<file path="config.mk">
export PLATFORM = sky130hd
export DESIGN_NAME = i2c_bus_arbiter
export DESIGN_NICKNAME = d
export VERILOG_FILES = /design/src/rtl/i2c_bus_arbiter.sv
export SDC_FILE = /design/constraint.sdc
export NUM_CORES = 1
export LEC_CHECK = 0
export BUFFER_PORTS_ARGS = -buffer_cell sky130_fd_sc_hd__clkbuf_2
export CORE_AREA = 4 4 86 88
export CTS_CLUSTER_SIZE = 16
export DETAILED_ROUTE_END_ITERATION = 8
export DIE_AREA = 0 0 90 92
export PLACE_DENSITY = 0.75
export SYNTH_ARGS = -nofsm -noshare
export SYNTH_HDL_FRONTEND = slang
export SYNTH_SLANG_ARGS = --single-unit
</file>
<file path="constraint.sdc">
create_clock -name i_clk -period 1.7 [get_ports i_clk]
set_input_delay 0.085 -clock i_clk [delete_from_list [all_inputs] [get_ports i_clk]]
set_output_delay 0.085 -clock i_clk [all_outputs]
set_load 0.02 [all_outputs]
</file>
<file path="src/rtl/i2c_bus_arbiter.sv">
// Round-robin lock arbiter sharing one I2C master between requesters.
// The owner gets a transparent path to the master's command port and FIFOs.
package i2c_arb_pkg;

  typedef struct packed {
    logic        rnw;
    logic [6:0]  dev;
    logic [15:0] addr;
    logic [15:0] len;
  } t_i2c_cmd_16b;

endpackage

module i2c_bus_arbiter
  import i2c_arb_pkg::*;
#(
  parameter int p_num_req = 2
) (
  input  logic                         i_clk,
  input  logic                         i_rst,
  input  logic [p_num_req-1:0]         i_req,
  output logic [p_num_req-1:0]         o_gnt,
  output logic [$clog2(p_num_req)-1:0] o_gnt_id,
  output logic                         o_busy,
  output logic                         o_proto_err,
  input  logic [p_num_req-1:0]         i_req_cmd_valid,
  input  t_i2c_cmd_16b                 i_req_cmd_data [p_num_req],
  output logic [p_num_req-1:0]         o_req_cmd_ready,
  output logic [p_num_req-1:0]         o_req_cmd_ack,
  input  logic [p_num_req-1:0]         i_req_wr_valid,
  input  logic [15:0]                  i_req_wr_data [p_num_req],
  output logic [p_num_req-1:0]         o_req_wr_ready,
  output logic [p_num_req-1:0]         o_req_rd_valid,
  output logic [15:0]                  o_req_rd_data,
  input  logic [p_num_req-1:0]         i_req_rd_ready,
  output logic                         o_cmd_valid,
  output t_i2c_cmd_16b                 o_cmd_data,
  input  logic                         i_cmd_ready,
  input  logic                         i_cmd_ack,
  output logic                         o_wr_fifo_valid,
  output logic [15:0]                  o_wr_fifo_data,
  input  logic                         i_wr_fifo_ready,
  input  logic                         i_rd_fifo_valid,
  input  logic [15:0]                  i_rd_fifo_data,
  output logic                         o_rd_fifo_ready
);

  localparam int IW = $clog2(p_num_req);

  typedef enum logic {
    IDLE,
    GRANT
  } state_t;

  state_t               state_q;
  state_t               state_d;
  logic [p_num_req-1:0] gnt_q;
  logic [p_num_req-1:0] gnt_d;
  logic [IW-1:0]        gid_q;
  logic [IW-1:0]        gid_d;
  logic [IW-1:0]        rr_q;
  logic [IW-1:0]        rr_d;
  logic                 cmd_busy_q;
  logic                 cmd_busy_d;
  logic                 perr_q;
  logic                 perr_d;

  logic [p_num_req-1:0] rot;
  logic [IW:0]          sum;
  logic [IW-1:0]        win;
  logic                 win_ok;
  logic                 grant;
  logic                 accept;
  logic                 cmd_open;
  logic                 own_req;
  logic [IW-1:0]        rr_next;

  assign grant    = (state_q == GRANT);
  assign accept   = o_cmd_valid & i_cmd_ready;
  assign cmd_open = cmd_busy_q & ~i_cmd_ready;
  assign own_req  = grant & i_req[gid_q];
  assign rr_next  = (gid_q == IW'(p_num_req - 1)) ? '0 : gid_q + 1'b1;

  assign o_gnt       = gnt_q;
  assign o_gnt_id    = gid_q;
  assign o_busy      = grant;
  assign o_proto_err = perr_q;

  // Readies, acks and read valid reach the owner only; gnt_q is zero in IDLE
  assign o_req_cmd_ready = gnt_q & {p_num_req{i_cmd_ready}};
  assign o_req_cmd_ack   = gnt_q & {p_num_req{i_cmd_ack}};
  assign o_req_wr_ready  = gnt_q & {p_num_req{i_wr_fifo_ready}};
  assign o_req_rd_valid  = gnt_q & {p_num_req{i_rd_fifo_valid}};
  assign o_rd_fifo_ready = |(gnt_q & i_req_rd_ready);
  assign o_req_rd_data   = i_rd_fifo_data;

  // Owner's command and write stream go to the master; others are dropped
  always_comb begin
    o_cmd_valid     = 1'b0;
    o_cmd_data      = '0;
    o_wr_fifo_valid = 1'b0;
    o_wr_fifo_data  = '0;
    if (grant) begin
      o_cmd_valid     = i_req_cmd_valid[gid_q];
      o_cmd_data      = i_req_cmd_data[gid_q];
      o_wr_fifo_valid = i_req_wr_valid[gid_q];
      o_wr_fifo_data  = i_req_wr_data[gid_q];
    end
  end

  // First request at or after the rr pointer, wrapping
  always_comb begin
    rot    = p_num_req'({i_req, i_req} >> rr_q);
    sum    = '0;
    win    = '0;
    win_ok = 1'b0;
    for (int k = 0; k < p_num_req; k++) begin
      if (!win_ok && rot[k]) begin
        sum = {1'b0, rr_q} + (IW+1)'(k);
        if (sum >= (IW+1)'(p_num_req)) begin
          sum = sum - (IW+1)'(p_num_req);
        end
        win    = sum[IW-1:0];
        win_ok = 1'b1;
      end
    end
  end

  // Grant/release decisions, in-flight command tracking, misuse flag
  always_comb begin
    state_d    = state_q;
    gnt_d      = gnt_q;
    gid_d      = gid_q;
    rr_d       = rr_q;
    cmd_busy_d = cmd_busy_q;
    perr_d     = |((i_req_cmd_valid | i_req_wr_valid) & ~gnt_q);
    if (accept) begin
      cmd_busy_d = 1'b1;
    end else if (i_cmd_ready) begin
      cmd_busy_d = 1'b0;
    end
    unique case (state_q)
      IDLE: begin
        if (win_ok) begin
          state_d = GRANT;
          gnt_d   = p_num_req'(1) << win;
          gid_d   = win;
        end
      end
      GRANT: begin
        if (!own_req && !cmd_open && !accept) begin
          state_d = IDLE;
          gnt_d   = '0;
          rr_d    = rr_next;
        end
      end
      default: begin
        state_d = IDLE;
        gnt_d   = '0;
      end
    endcase
  end

  // State registers with synchronous reset
  always_ff @(posedge i_clk) begin
    if (i_rst) begin
      state_q    <= IDLE;
      gnt_q      <= '0;
      gid_q      <= '0;
      rr_q       <= '0;
      cmd_busy_q <= 1'b0;
      perr_q     <= 1'b0;
    end else begin
      state_q    <= state_d;
      gnt_q      <= gnt_d;
      gid_q      <= gid_d;
      rr_q       <= rr_d;
      cmd_busy_q <= cmd_busy_d;
      perr_q     <= perr_d;
    end
  end

endmodule

</file>
==> results.md <==
* Category of the most critical setup path: register to output port
* Warnings from Yosys at 0
* Slowest cell delay on critical path at 410 ps
* Async set or reset register ratio after synthesis at 0
* Number of clock buffers inserted by TritonCTS at 3
* Effective utilization at floorplan at 0.2053
* Nature of the critical path endpoint: output port
* Number of buffers added on ports at 197
* Netlist area before placement at 1364 um2
* Capture instance of the worst register-to-register path: rr_q
* Startpoint of the lowest-slack hold path: i_rst
* Longest Clk Path Bufs at 2
* Number of global-route vias before repair at 1874
* Highest-count cells in the layout ignoring fill and taps: clkbuf_2, nor2_1, mux2i_1
* Transition time of the tightest slew-check pin at 489.5 ps
* Gate family responsible for the most delay along the worst path: buffers and inverters
* Type of the most critical hold path: primary input to register
* Sequential area share after synthesis at 0.1028
* Crit-path cells: buf_4 > mux2i_1 > nor2_1 > clkbuf_2
* Number of buffers inserted to repair setup after CTS at 0
* Global-route total usage across every layer at 0.1240
* Post-synthesis cell type count at 26
* Summed negative setup slack over all endpoints at 0 ps
* Worst setup path startpoint: o_gnt_id
* Nets@finish at 506
* Setup violations, final at 0
* Clock tree from TritonCTS: done
* Post-CTS Hold Buffers at 0
* Max Cap Viol at 0
* Average routed wire per standard cell at 12.63 um
* Instance count of the mapped netlist at 187
* Number of antenna violations at the first check in global routing at 0
* Floorplan row count at 30
* Area of the core at 6644 um2
* Worst-case register-to-register setup slack at 160 ps
* Wire length of the first global-routing pass at 8742 um
* Register-to-Register Path Depth at 3
* Number of instances resized during post-cts repair at 0
* Critical path startpoint category: register
* Hold path depth at 2
* Final clock period utilization by the worst path at 0.9466
* Clock-pin slew of the registers on the worst-case setup and hold paths at 40 ps
* Height of the die at 92 um
* Count of inserted antenna diode cells at 0
* Leakage power total at 1.298 nW
* Hold path endpoint: o_proto_err
* IO Pins at 230
* Placed wire-length estimate at 4923 um
* Crit Reg-Reg Startpoint: o_gnt_id
* Required time reported for the critical path endpoint at 1620 ps
* Worst Path Max Fanout at 30
* Drt total wl at 5594 um
* Final estimated routing congestion in global placement at 0.7118
* Worst hold slack at 143.4 ps
* Number of nets with antenna violations after routing at 0
* Number of max-slew violations in the final report at 0
* Post-layout minimum cycle time at 1609 ps
* EDFF count, synth at 0
* Syn Nets at 329
* Critical path buffers and inverters at 2
* RSZ-0062 raised after global routing: no
* Number of filler cells placed in the layout at 716
* Run status: complete, no violations
* Starting DRT DRC Count at 43
* Worst-case headroom to the max-slew limit at 0.6737
* Clock H-tree levels at 1
* Syn avg cell area at 7.293 um2
* Fraction of layout cells with a size suffix above 1 at 0.5785
* Via count of the routed design at 1918
* Flops & latches, synth at 7
* Clock latency on the worst-skew pair at 230 ps
* Highest Clock Rate at 621.4 MHz
* IR drop worst, VDD at 0.0001963 V
* Commonest non-fill, non-tap cell in the layout: clkbuf_2
* Die Width at 90 um
* DR vias/cell at 4.330
* Maximum number of pins on one net before global-route repair at 31
* Design Power at 0.001162 W
* Drt pass-1 iters at 4
* Die outline area at 8280 um2
* Commonest register cell after synthesis: dfxtp_1
* DRC Markers at 0
* Pwr dens at 494.4 nW/um2
* Number of sinks driven by the clock tree at 7
* Data arrival time of the critical path at 1520 ps
* Largest clock skew in the final design at 1.177 ps
* Clock root cell: clkbuf_8
* Crit path max-delay cell type: buf_4
* Overflow left after global routing at 0
* Area Growth Syn to Fin at 72.29%
* Final Hold Vio Count at 0
worst register-to-register path, stage by stage, from the launching register on:
cell and delay [ps]:
dfxtp_4 360, mux2_2 350, a2111oi_4 350, mux2_1 360
kinds of logic after synthesis:
kind of cell,count (synthesis),synth area share
buf+inv,31,0.1394
simple gates,80,0.2504
compound gates,9,0.06147
mux,60,0.4459
flops,7,0.1027
stage by stage:
step | worst slack, ps | area (um2) | std cells | util
2_1_floorplan | 6.265 | 1365 | 187 | -
3_3_place_gp | 197.1 | 2305 | 439 | 0.3469
3_5_place_dp | 154.3 | 2305 | 439 | 0.3469
4_1_cts | 75.12 | 2350 | 443 | 0.3537
5_1_grt | 7.459 | 2350 | 443 | 0.3537
6_report | 90.70 | 2350 | 443 | 0.3537
cells in the mapped netlist, types with 2 or more instances:
| master | n | share of area |
|---|---|---|
| nor2_1 | 62 | 0.17 |
| mux2i_1 | 57 | 0.42 |
| buf_4 | 16 | 0.088 |
| and2_1 | 9 | 0.041 |
| clkbuf_1 | 8 | 0.022 |
| dfxtp_1 | 7 | 0.10 |
| buf_2 | 5 | 0.018 |
| nand3b_1 | 2 | 0.011 |
| nor2b_1 | 2 | 0.0092 |
| nor3_1 | 2 | 0.0073 |
| o22ai_1 | 2 | 0.0092 |
registers in the layout (all words and copies together), names as in the netlist:
| name | cells |
|---|---|
| o_gnt_id | 1 |
| o_gnt | 2 |
| o_busy | 1 |
| rr_q | 1 |
| o_proto_err | 1 |
| cmd_busy_q | 1 |
per-layer routing:
layer,track usage,vias up,share of wire,routed length (um)
li1,-,966,-,-
met1,0.1269,820,0.36,2034
met2,0.2346,125,0.51,2848
met3,0.04676,7,0.12,647
met4,0.03444,0,0.011,63
met5,0,-,0,0
worst max-delay path by stage:
stage                               end  cells after the start
after floorplan                    rr_q                      4
after global placement             rr_q                      3
after detailed placement           rr_q                      3
after CTS                 o_cmd_data[6]                      4
after global routing      o_cmd_data[3]                      4
final                     o_cmd_data[6]                      4
power by group:
| group | leakage, nW | switching (W) | internal, W |
|---|---|---|---|
| Clock | 0.0228 | 0.0000773 | 0.000163 |
| Sequential | 0.0586 | 0.0000139 | 0.000177 |
| Combinational | 1.22 | 0.000416 | 0.000314 |
| Total | 1.30 | 0.000507 | 0.000655 |
final cells by class:
class / instances / area, um2 / share of cell area
inverters: 1 / 3.754 / 0.001597
flip-flops and latches: 7 / 143.9 / 0.06124
well taps: 80 / 100.1 / 0.04260
multi-input cells: 149 / 1033 / 0.4398
repair buffers: 202 / 1023 / 0.4356
clock buffers: 4 / 45.04 / 0.01917
(Power assumes the default switching activity.)
